--- src/rtl/game_timer_bcd_pkg.sv ---
// rtl/game_timer_bcd_pkg.sv - FSM encoding and BCD constants shared by the game timer, HUD and game-end logic
package game_timer_bcd_pkg;

  typedef enum logic [2:0] {
    ST_IDLE   = 3'd0,
    ST_RUN    = 3'd1,
    ST_PAUSED = 3'd2,
    ST_FROZEN = 3'd3,
    ST_DONE   = 3'd4
  } timer_state_e;

  localparam logic [3:0] BCD_MAX = 4'd9;

  // Presets arrive from cartridge data; anything above 9 is treated as 9.
  function automatic logic [3:0] bcd_clamp(input logic [3:0] nib);
    return (nib > BCD_MAX) ? BCD_MAX : nib;
  endfunction

endpackage

--- src/rtl/game_timer_bcd_bcd_digit.sv ---
// rtl/game_timer_bcd_bcd_digit.sv - one BCD nibble with carry/borrow chaining
module bcd_digit
  import game_timer_bcd_pkg::*;
(
  input  logic       sys_clk,
  input  logic       sys_rst_n,
  input  logic       clr,
  input  logic       load,
  input  logic [3:0] load_val,
  input  logic       en,
  input  logic       dir,
  input  logic       cin,
  output logic [3:0] digit,
  output logic       cout,
  output logic       term
);

  logic       at_term;
  logic [3:0] digit_next;

  assign at_term = dir ? (digit == 4'd0) : (digit == BCD_MAX);
  assign cout    = cin & at_term;

  always_comb begin
    digit_next = digit;
    if (cin) begin
      if (dir)
        digit_next = at_term ? BCD_MAX : digit - 4'd1;
      else
        digit_next = at_term ? 4'd0 : digit + 4'd1;
    end
  end

  // term looks ahead: the value this digit would hold after the pending step
  assign term = dir ? (digit_next == 4'd0) : (digit_next == BCD_MAX);

  always_ff @(posedge sys_clk or negedge sys_rst_n) begin
    if (!sys_rst_n)
      digit <= 4'd0;
    else if (clr)
      digit <= 4'd0;
    else if (load)
      digit <= load_val;
    else if (en)
      digit <= digit_next;
  end

endmodule

--- src/rtl/game_timer_bcd.sv ---
// rtl/game_timer_bcd.sv - prescaled BCD up/down game timer with run/pause/freeze control
module game_timer_bcd
  import game_timer_bcd_pkg::*;
#(
  parameter int CLK_FREQ_HZ = 50_000_000,
  parameter int TICK_HZ     = 1,
  parameter int DIGITS      = 3
) (
  input  logic                sys_clk,
  input  logic                sys_rst_n,
  input  logic                time_clr,
  input  logic                start,
  input  logic                pause,
  input  logic                dir,
  input  logic                load_en,
  input  logic [4*DIGITS-1:0] load_val,
  input  logic                game_won,
  input  logic                game_over,
  output logic [4*DIGITS-1:0] time_bcd,
  output logic                tick_pulse,
  output logic                time_max_flag,
  output logic                time_zero_flag,
  output logic [2:0]          timer_state
);

  localparam int DIV = CLK_FREQ_HZ / TICK_HZ;
  localparam int PW  = $clog2(DIV);
  localparam logic [PW-1:0] PRESC_LAST = PW'(DIV - 1);

  timer_state_e  state_q, state_d;
  logic [PW-1:0] presc_q, presc_d;
  logic          dir_q, dir_d;
  logic          max_q, max_d;
  logic          zero_q, zero_d;
  logic          tick_q;
  logic          tick_now;
  logic          freeze;
  logic          dir_eff;
  logic          digit_load;
  logic [DIGITS:0]   carry;
  logic [DIGITS-1:0] digit_term;

  assign freeze     = game_won | game_over;
  // In IDLE the chain looks at the live dir so carry[DIGITS] flags a zero count before a down start.
  assign dir_eff    = (state_q == ST_IDLE) ? dir : dir_q;
  assign digit_load = load_en && (state_q == ST_IDLE) && !time_clr;
  assign carry[0]   = 1'b1;

  for (genvar g = 0; g < DIGITS; g++) begin : g_digit
    logic [3:0] lv_clamped;
    assign lv_clamped = bcd_clamp(load_val[4*g +: 4]);

    bcd_digit u_digit (
      .sys_clk   (sys_clk),
      .sys_rst_n (sys_rst_n),
      .clr       (time_clr),
      .load      (digit_load),
      .load_val  (lv_clamped),
      .en        (tick_now),
      .dir       (dir_eff),
      .cin       (carry[g]),
      .digit     (time_bcd[4*g +: 4]),
      .cout      (carry[g+1]),
      .term      (digit_term[g])
    );
  end

  always_comb begin
    state_d  = state_q;
    presc_d  = presc_q;
    dir_d    = dir_q;
    max_d    = max_q;
    zero_d   = zero_q;
    tick_now = 1'b0;
    if (time_clr) begin
      state_d = ST_IDLE;
      presc_d = '0;
      max_d   = 1'b0;
      zero_d  = 1'b0;
    end else begin
      unique case (state_q)
        ST_IDLE: begin
          if (start && !pause) begin
            dir_d   = dir;
            presc_d = '0;
            if (dir && carry[DIGITS]) begin
              state_d = ST_DONE;
              zero_d  = 1'b1;
            end else begin
              state_d = ST_RUN;
            end
          end
        end
        ST_RUN: begin
          // Freeze and pause outrank a tick due this cycle; that tick is dropped.
          if (freeze) begin
            state_d = ST_FROZEN;
          end else if (pause) begin
            state_d = ST_PAUSED;
          end else if (presc_q == PRESC_LAST) begin
            tick_now = 1'b1;
            presc_d  = '0;
            if (&digit_term) begin
              state_d = ST_DONE;
              if (dir_q) zero_d = 1'b1;
              else       max_d  = 1'b1;
            end
          end else begin
            presc_d = presc_q + PW'(1);
          end
        end
        ST_PAUSED: begin
          if (freeze)
            state_d = ST_FROZEN;
          else if (!pause && start)
            state_d = ST_RUN;
        end
        default: ;
      endcase
    end
  end

  always_ff @(posedge sys_clk or negedge sys_rst_n) begin
    if (!sys_rst_n) begin
      state_q <= ST_IDLE;
      presc_q <= '0;
      dir_q   <= 1'b0;
      max_q   <= 1'b0;
      zero_q  <= 1'b0;
      tick_q  <= 1'b0;
    end else begin
      state_q <= state_d;
      presc_q <= presc_d;
      dir_q   <= dir_d;
      max_q   <= max_d;
      zero_q  <= zero_d;
      tick_q  <= tick_now;
    end
  end

  assign tick_pulse     = tick_q;
  assign time_max_flag  = max_q;
  assign time_zero_flag = zero_q;
  assign timer_state    = state_q;

endmodule

--- config.mk ---
export PLATFORM = sky130hd
export DESIGN_NAME = game_timer_bcd
export DESIGN_NICKNAME = d
export VERILOG_FILES = /design/src/rtl/game_timer_bcd_pkg.sv /design/src/rtl/game_timer_bcd_bcd_digit.sv /design/src/rtl/game_timer_bcd.sv
export SDC_FILE = /design/constraint.sdc
export NUM_CORES = 1
export LEC_CHECK = 0
export BUFFER_PORTS_ARGS = -buffer_cell sky130_fd_sc_hd__buf_4
export CORE_MARGIN = 2
export CORE_UTILIZATION = 49
export CTS_CLUSTER_SIZE = 28
export DETAILED_ROUTE_END_ITERATION = 16
export PLACE_DENSITY = 0.69
export SLEW_MARGIN = 10
export SYNTH_ARGS = -nofsm -noshare
export SYNTH_HDL_FRONTEND = slang
export SYNTH_SLANG_ARGS = --single-unit
export TNS_END_PERCENT = 30
--- constraint.sdc ---
create_clock -name sys_clk -period 3.8 [get_ports sys_clk]
set_input_delay 0.76 -clock sys_clk [delete_from_list [all_inputs] [get_ports sys_clk]]
set_output_delay 0.76 -clock sys_clk [all_outputs]
set_load 0.01 [all_outputs]
# Yosys cells after proc, flatten, opt, wreduce, memory -nomap -nowiden
# Cells that the tools add are included.
[word_totals]
ff_bits = 45
input_bits = 21
out_inout_bits = 18
word_cells = 137
[classes]
n_addsub = 7
n_lt_le_gt_ge = 3
eq_ne = 22
n_mux = 67
bitwise = 4
n_reduce_logical = 25
[op_table]
columns = ["operator", "count"]
rows = [
  ["26-bit 2-to-1 mux", 5],
  ["4-bit 2-to-1 mux", 23],
  ["26-bit one-hot mux with 2 select lines", 1],
  ["1-bit 2-to-1 mux", 27],
  ["3-bit 2-to-1 mux", 9],
  ["26-bit by 1-bit adder with 26-bit output (second input constant)", 1],
  ["26-bit == test (second input constant)", 1],
  ["4-bit == test (second input constant)", 6],
  ["4-bit zero test", 6],
  ["3-bit inequality test (second input constant)", 5],
  ["4-bit by 1-bit adder with 4-bit output (second input constant)", 3],
  ["4-bit > comparator (second input constant)", 3],
  ["4-bit by 1-bit subtractor with 4-bit output (second input constant)", 3],
  ["5-bit inequality test (second input constant)", 2],
  ["3-bit one-hot mux with 3 select lines", 1],
  ["8-bit AND reduction", 1],
  ["2-bit inequality test (second input constant)", 3],
  ["3-bit by 2-bit inequality test with 1-bit output (second input constant)", 2],
  ["3-bit AND reduction", 2],
  ["6-bit AND reduction", 1],
  ["2-bit nonzero test", 3],
  ["3-bit nonzero test", 2],
  ["5-bit AND reduction", 1],
  ["1-bit logical AND", 4],
  ["11 further kinds", 13],
]

# Longest topological paths before layout
[logic_depth]
word_depth = 15
ltp_mapped = 10
mapped_depth_nobuf = 9

# Hierarchy
# A second synthesis with hierarchy kept.
[hier_totals]
cells_unflattened = 422
area_unflattened_um2 = 3592.2
[by_module_without_submodules]
columns = ["module", "n_inst", "cells_per_inst", "area_per_inst_um2", "seq_area_each_um2"]
rows = [
  ["game_timer_bcd", 1, 218, 2000.7, 825.8],
  ["bcd_digit", 3, 68, 530.5, 100.1],
]

# Worst setup path after synthesis
# No wires, ideal clock.
[synth_path]
path_kind = "input -> register"
from = "input port dir"
to = "register state_q[0], in the netlist timer_state[0]"
setup_ns = 0.124
arrival_ns = 2.725
required_time_ns = 3.676
slack_ns = 0.952
stages = 8
path_buffers = 1
path_cell_list = "or4b_1 buf_2 a211oi_4 nor2_1 o31ai_4 and4b_4 o21ai_1 a211o_1"
[synth_via]
elab_chain_len = 10
elab_cells_between_ends = 34
classes_between = "eq/ne (4); mux (22); bitwise (2); reduce/logical (6)"
[synth_lines]
columns = ["item", "line", "text"]
rows = [
  ["from (decl)", "game_timer_bcd.sv:14", "input logic dir,"],
  ["1-bit 2-to-1 mux", "game_timer_bcd.sv:45", "assign dir_eff = (state_q == ST_IDLE) ? dir : dir_q;"],
  ["1-bit 2-to-1 mux", "game_timer_bcd_bcd_digit.sv:21", "assign at_term = dir ? (digit == 4'd0) : (digit == BCD_MAX);"],
  ["4-bit 2-to-1 mux (on tied branches)", "game_timer_bcd_bcd_digit.sv:30, game_timer_bcd_bcd_digit.sv:28", ""],
  ["4-bit 2-to-1 mux", "game_timer_bcd_bcd_digit.sv:27", "if (dir)"],
  ["4-bit 2-to-1 mux", "game_timer_bcd_bcd_digit.sv:26", "if (cin) begin"],
  ["4-bit == test / 4-bit zero test (equally long branches)", "game_timer_bcd_bcd_digit.sv:35", "assign term = dir ? (digit_next == 4'd0) : (digit_next == BCD_MAX);"],
  ["1-bit 2-to-1 mux", "game_timer_bcd_bcd_digit.sv:35", ""],
  ["3-bit AND reduction", "game_timer_bcd.sv:103", "if (&digit_term) begin"],
  ["5-bit inequality test (no source line)", "n/a", ""],
  ["5-bit AND reduction (no source line)", "n/a", ""],
  ["to (signal assigned)", "game_timer_bcd.sv:132", "state_q <= state_d;"],
  ["to (decl)", "game_timer_bcd.sv:30", "timer_state_e state_q, state_d;"],
]
# Several ways; a longest one is shown, not always the timed one. The select of a mux whose other input is x is not followed.
# A chain may end at the register's enable or synchronous reset.

# Worst setup path after layout
[layout_path]
from = "register state_q[0], in the netlist timer_state[0]"
to = "register state_q[0], in the netlist timer_state[0]"
[layout_via]
elab_chain_len = 11
elab_cells_between_ends = 41
classes_between = "eq/ne (9); mux (22); bitwise (2); reduce/logical (8)"
[layout_lines]
columns = ["item", "line"]
rows = [
  ["3-bit zero test", "game_timer_bcd.sv:45, game_timer_bcd.sv:81"],
  ["1-bit 2-to-1 mux", "game_timer_bcd.sv:45"],
  ["1-bit 2-to-1 mux", "game_timer_bcd_bcd_digit.sv:21"],
  ["4-bit 2-to-1 mux (on tied branches)", "game_timer_bcd_bcd_digit.sv:30, game_timer_bcd_bcd_digit.sv:28"],
  ["4-bit 2-to-1 mux", "game_timer_bcd_bcd_digit.sv:27"],
  ["4-bit 2-to-1 mux", "game_timer_bcd_bcd_digit.sv:26"],
  ["4-bit == test / 4-bit zero test (equally long branches)", "game_timer_bcd_bcd_digit.sv:35"],
  ["1-bit 2-to-1 mux", "game_timer_bcd_bcd_digit.sv:35"],
  ["3-bit AND reduction", "game_timer_bcd.sv:103"],
  ["5-bit inequality test (no source line)", "n/a"],
  ["5-bit AND reduction (no source line)", "n/a"],
]
# Several ways; a longest one is shown, not always the timed one. The select of a mux whose other input is x is not followed.

==> reports/metrics.cfg <==
[floorplanning]
boundaryPins=39
die_y_um=87.5
core-area_um2=6760
die_w_um=87.5
rows=30
die-area_um2=7650
initial_core_util_pct=50.5

[cells_and_area]
fin_cells=530
fill_cells=619
num_antenna_cells=0
drive_gt1_share_pct=15.8
fin_nets=483
synthToLayoutAreaGrowth_pct=13.0

[clock_tree]
cts_setup_buffers=0
clk_latency_ps=310
ctsHoldBuffers=0
numClockSinks=45
cts_buffers=5
clk_pin_slew_ps=90
clockBufferDepth=2
cts_htree_levels=2
cts_root_buf=clkbuf_8
cts_tree=yes
cts.repair.resized=0

[placed_design]
place_ws_ps=438
dp_cells=522
gp_congestion=0.988
io_buffers=38
dp_hpwl_um=6660

[setup_path]
critical_path.slowest_cell=or4b_1
crit_path_end_kind=register
cp.arrival_ps=3460
criticalPathCategory=register to register
critPathLaunchType=register
cp.required_ps=4000
cp_cell_sequence=or4b_1 > a211oi_4 > nor2_1 > o31ai_4 > and4b_4 > o21ai_1 > a211o_1
crit_path_max_incr_delay_ps=890
critPathMaxFanout=15

[grt]
grt_pass1_wl_um=14900
grtUsageTotal_pct=24.6
grt_antenna_before_repair=0
grt_overflow=0
grt_max_degree=46
grt_pass1_vias=3073

[sta]
timing.fmax_mhz=306
worstMarginPinSlew_ps=1180
finalSetupViolations=0
rsz0062_at_grt=no
finalCritPeriodShare_pct=86.0
slew_violations=0
finClkSkew_ps=8.31
max-slew-margin-rel_pct=21.5
finalHoldViolCount=0
finalSetupTns_ps=0
period_needed_ps=3270
worst_slack_ps=533

[detailed_routing]
wirelength_um=8970
route.detailed.drc=0
drt-initial-drc-count=168
vias=3210
ant_nets=0
viasPerCell=6.06
avgRoutedWirePerCell_um=16.9
drtPass1Iterations=4

[synth]
synthCells=413
synth_edf_count=0
ys_async_sr_fraction_pct=100
netlist_area_um2=3410
synth.ff_latch_count=45
synth-seq-area-share_pct=33.0
ys_warn_count=0
syn_area_per_cell_um2=8.26
synth-main-ff-cell=dfrtp_1
syn_nets=447
synth_cell_types=68

[outcome]
status=finished clean

[power]
total_power_w=0.00206
p_leak_nw=1.59
p_per_area_nw_per_um2=534
ir_drop_uv=202

[hold_path]
min_path_type=input port to asynchronous set/reset pin

[run]
maxCapViolCount=0

final timing paths:
kind	startpoint	end	slack, ps	cells past startpoint
worst max-delay path	timer_state[0]	timer_state[0]	530	7
worst min-delay path	sys_rst_n	presc_q[15]	440	1
worst max register to register	timer_state[0]	timer_state[0]	530	7
worst min register to register	presc_q[6]	presc_q[6]	550	1
max in group asynchronous	sys_rst_n	dir_q	2970	1
min in group sys_clk	presc_q[6]	presc_q[6]	550	1
cells in the mapped netlist (4+ instances only):
cell,n,area (um2)
a21oi_1,25,125
a22oi_1,6,45.0
a31oi_1,5,31.3
and3_1,4,25.0
clkbuf_1,11,41.3
dfrtp_1,45,1130
ha_1,13,163
inv_1,21,78.8
nand2_1,44,165
nand3_1,11,55.1
nand4_1,11,68.8
nor2_1,56,210
nor3_1,9,45.0
nor3b_1,4,30.0
nor4_1,7,43.8
o211ai_1,4,30.0
o21ai_0,22,110
o221ai_1,6,52.6
or3_1,7,43.8
or4_1,4,30.0
xnor2_1,16,140
xor2_1,5,43.8
worst max-delay path: cells and delay by family, from the launching register on:
| family | cells | cell delay (ps) |
|---|---|---|
| AND/OR/NAND/NOR | 3 | 1340 |
| flip-flops | 1 | 580 |
| AO/OA/AOI/OAI | 4 | 1240 |
state kept, by name, indices dropped and copies added, names as in the netlist:
| signal | count |
|---|---|
| presc_q | 26 |
| time_zero_flag | 1 |
| tick_pulse | 1 |
| dir_q | 1 |
| time_max_flag | 1 |
| g_digit.u_digit.digit | 12 |
| timer_state | 3 |
metrics by stage:
step	area [um2]	util (%)	hold WS, ps
after detailed placement	3770	55.8	533
after global routing	3860	57.1	492
after floorplan	3410	-	464
after CTS	3860	57.1	464
final	3860	57.1	444
after global placement	3770	55.8	519
cells by family after synthesis:
family | Yosys count | share of synthesized area, %
AO/OA/AOI/OAI | 108 | 22.4
XOR/XNOR | 21 | 5.39
adder cells (fa/ha/maj) | 13 | 4.77
buffers and inverters | 37 | 4.62
flip-flops | 45 | 33.0
multiplexers | 3 | 0.953
AND/OR/NAND/NOR | 186 | 28.9
where the power goes:
group | leakage (nW) | switching, W | internal [W]
combinational | 0.935 | 0.000626 | 0.000426
sequential | 0.606 | 0.000165 | 0.000539
clock | 0.0439 | 0.000176 | 0.000127
per-layer routing:
layer / track usage, % / part of all wire [%] / routed length, um / vias to the layer above
li1: - / - / - / 1573
met1: 31.3 / 43 / 3850 / 1511
met2: 41.5 / 49 / 4400 / 104
met3: 3.79 / 5.1 / 454 / 22
met4: 10.3 / 2.9 / 257 / 0
met5: 0 / 0 / 0 / -
cell usage in the layout, fill, tap and decap left out, types with 3 or more instances in the layout:
| cell | n |
|---|---|
| nand3_1 | 11 |
| nand4_1 | 11 |
| o21bai_1 | 3 |
| a211o_1 | 3 |
| nor4_1 | 7 |
| inv_1 | 21 |
| or3b_2 | 3 |
| a22oi_1 | 6 |
| o211ai_1 | 4 |
| or4_1 | 4 |
| xor2_1 | 5 |
| nand3b_1 | 3 |
| nor2b_1 | 3 |
| ha_1 | 13 |
| a31oi_1 | 5 |
| nor2_1 | 56 |
| nand2_1 | 44 |
| nor3_1 | 9 |
| nor3b_1 | 4 |
| and2_1 | 3 |
| o21a_1 | 3 |
| o221ai_1 | 6 |
| a21oi_1 | 25 |
| clkbuf_8 | 5 |
| nand2b_1 | 3 |
| or3_1 | 7 |
| xnor2_1 | 16 |
| and3_1 | 4 |
| buf_4 | 45 |
| dfrtp_1 | 45 |
| o21ai_0 | 22 |
layout make-up:
cell class                      instances  area, um2  share of cell area [%]
Clock buffer                            5       68.8                    1.78
Clock inverter                          3       17.5                   0.454
Inverter                               21       78.8                    2.04
Multi-Input combinational cell        331       2130                    55.2
Sequential cell                        45       1130                    29.2
Tap cell                               80        100                    2.59
Timing Repair Buffer                   45        338                    8.75
(Power assumes the default switching activity.)
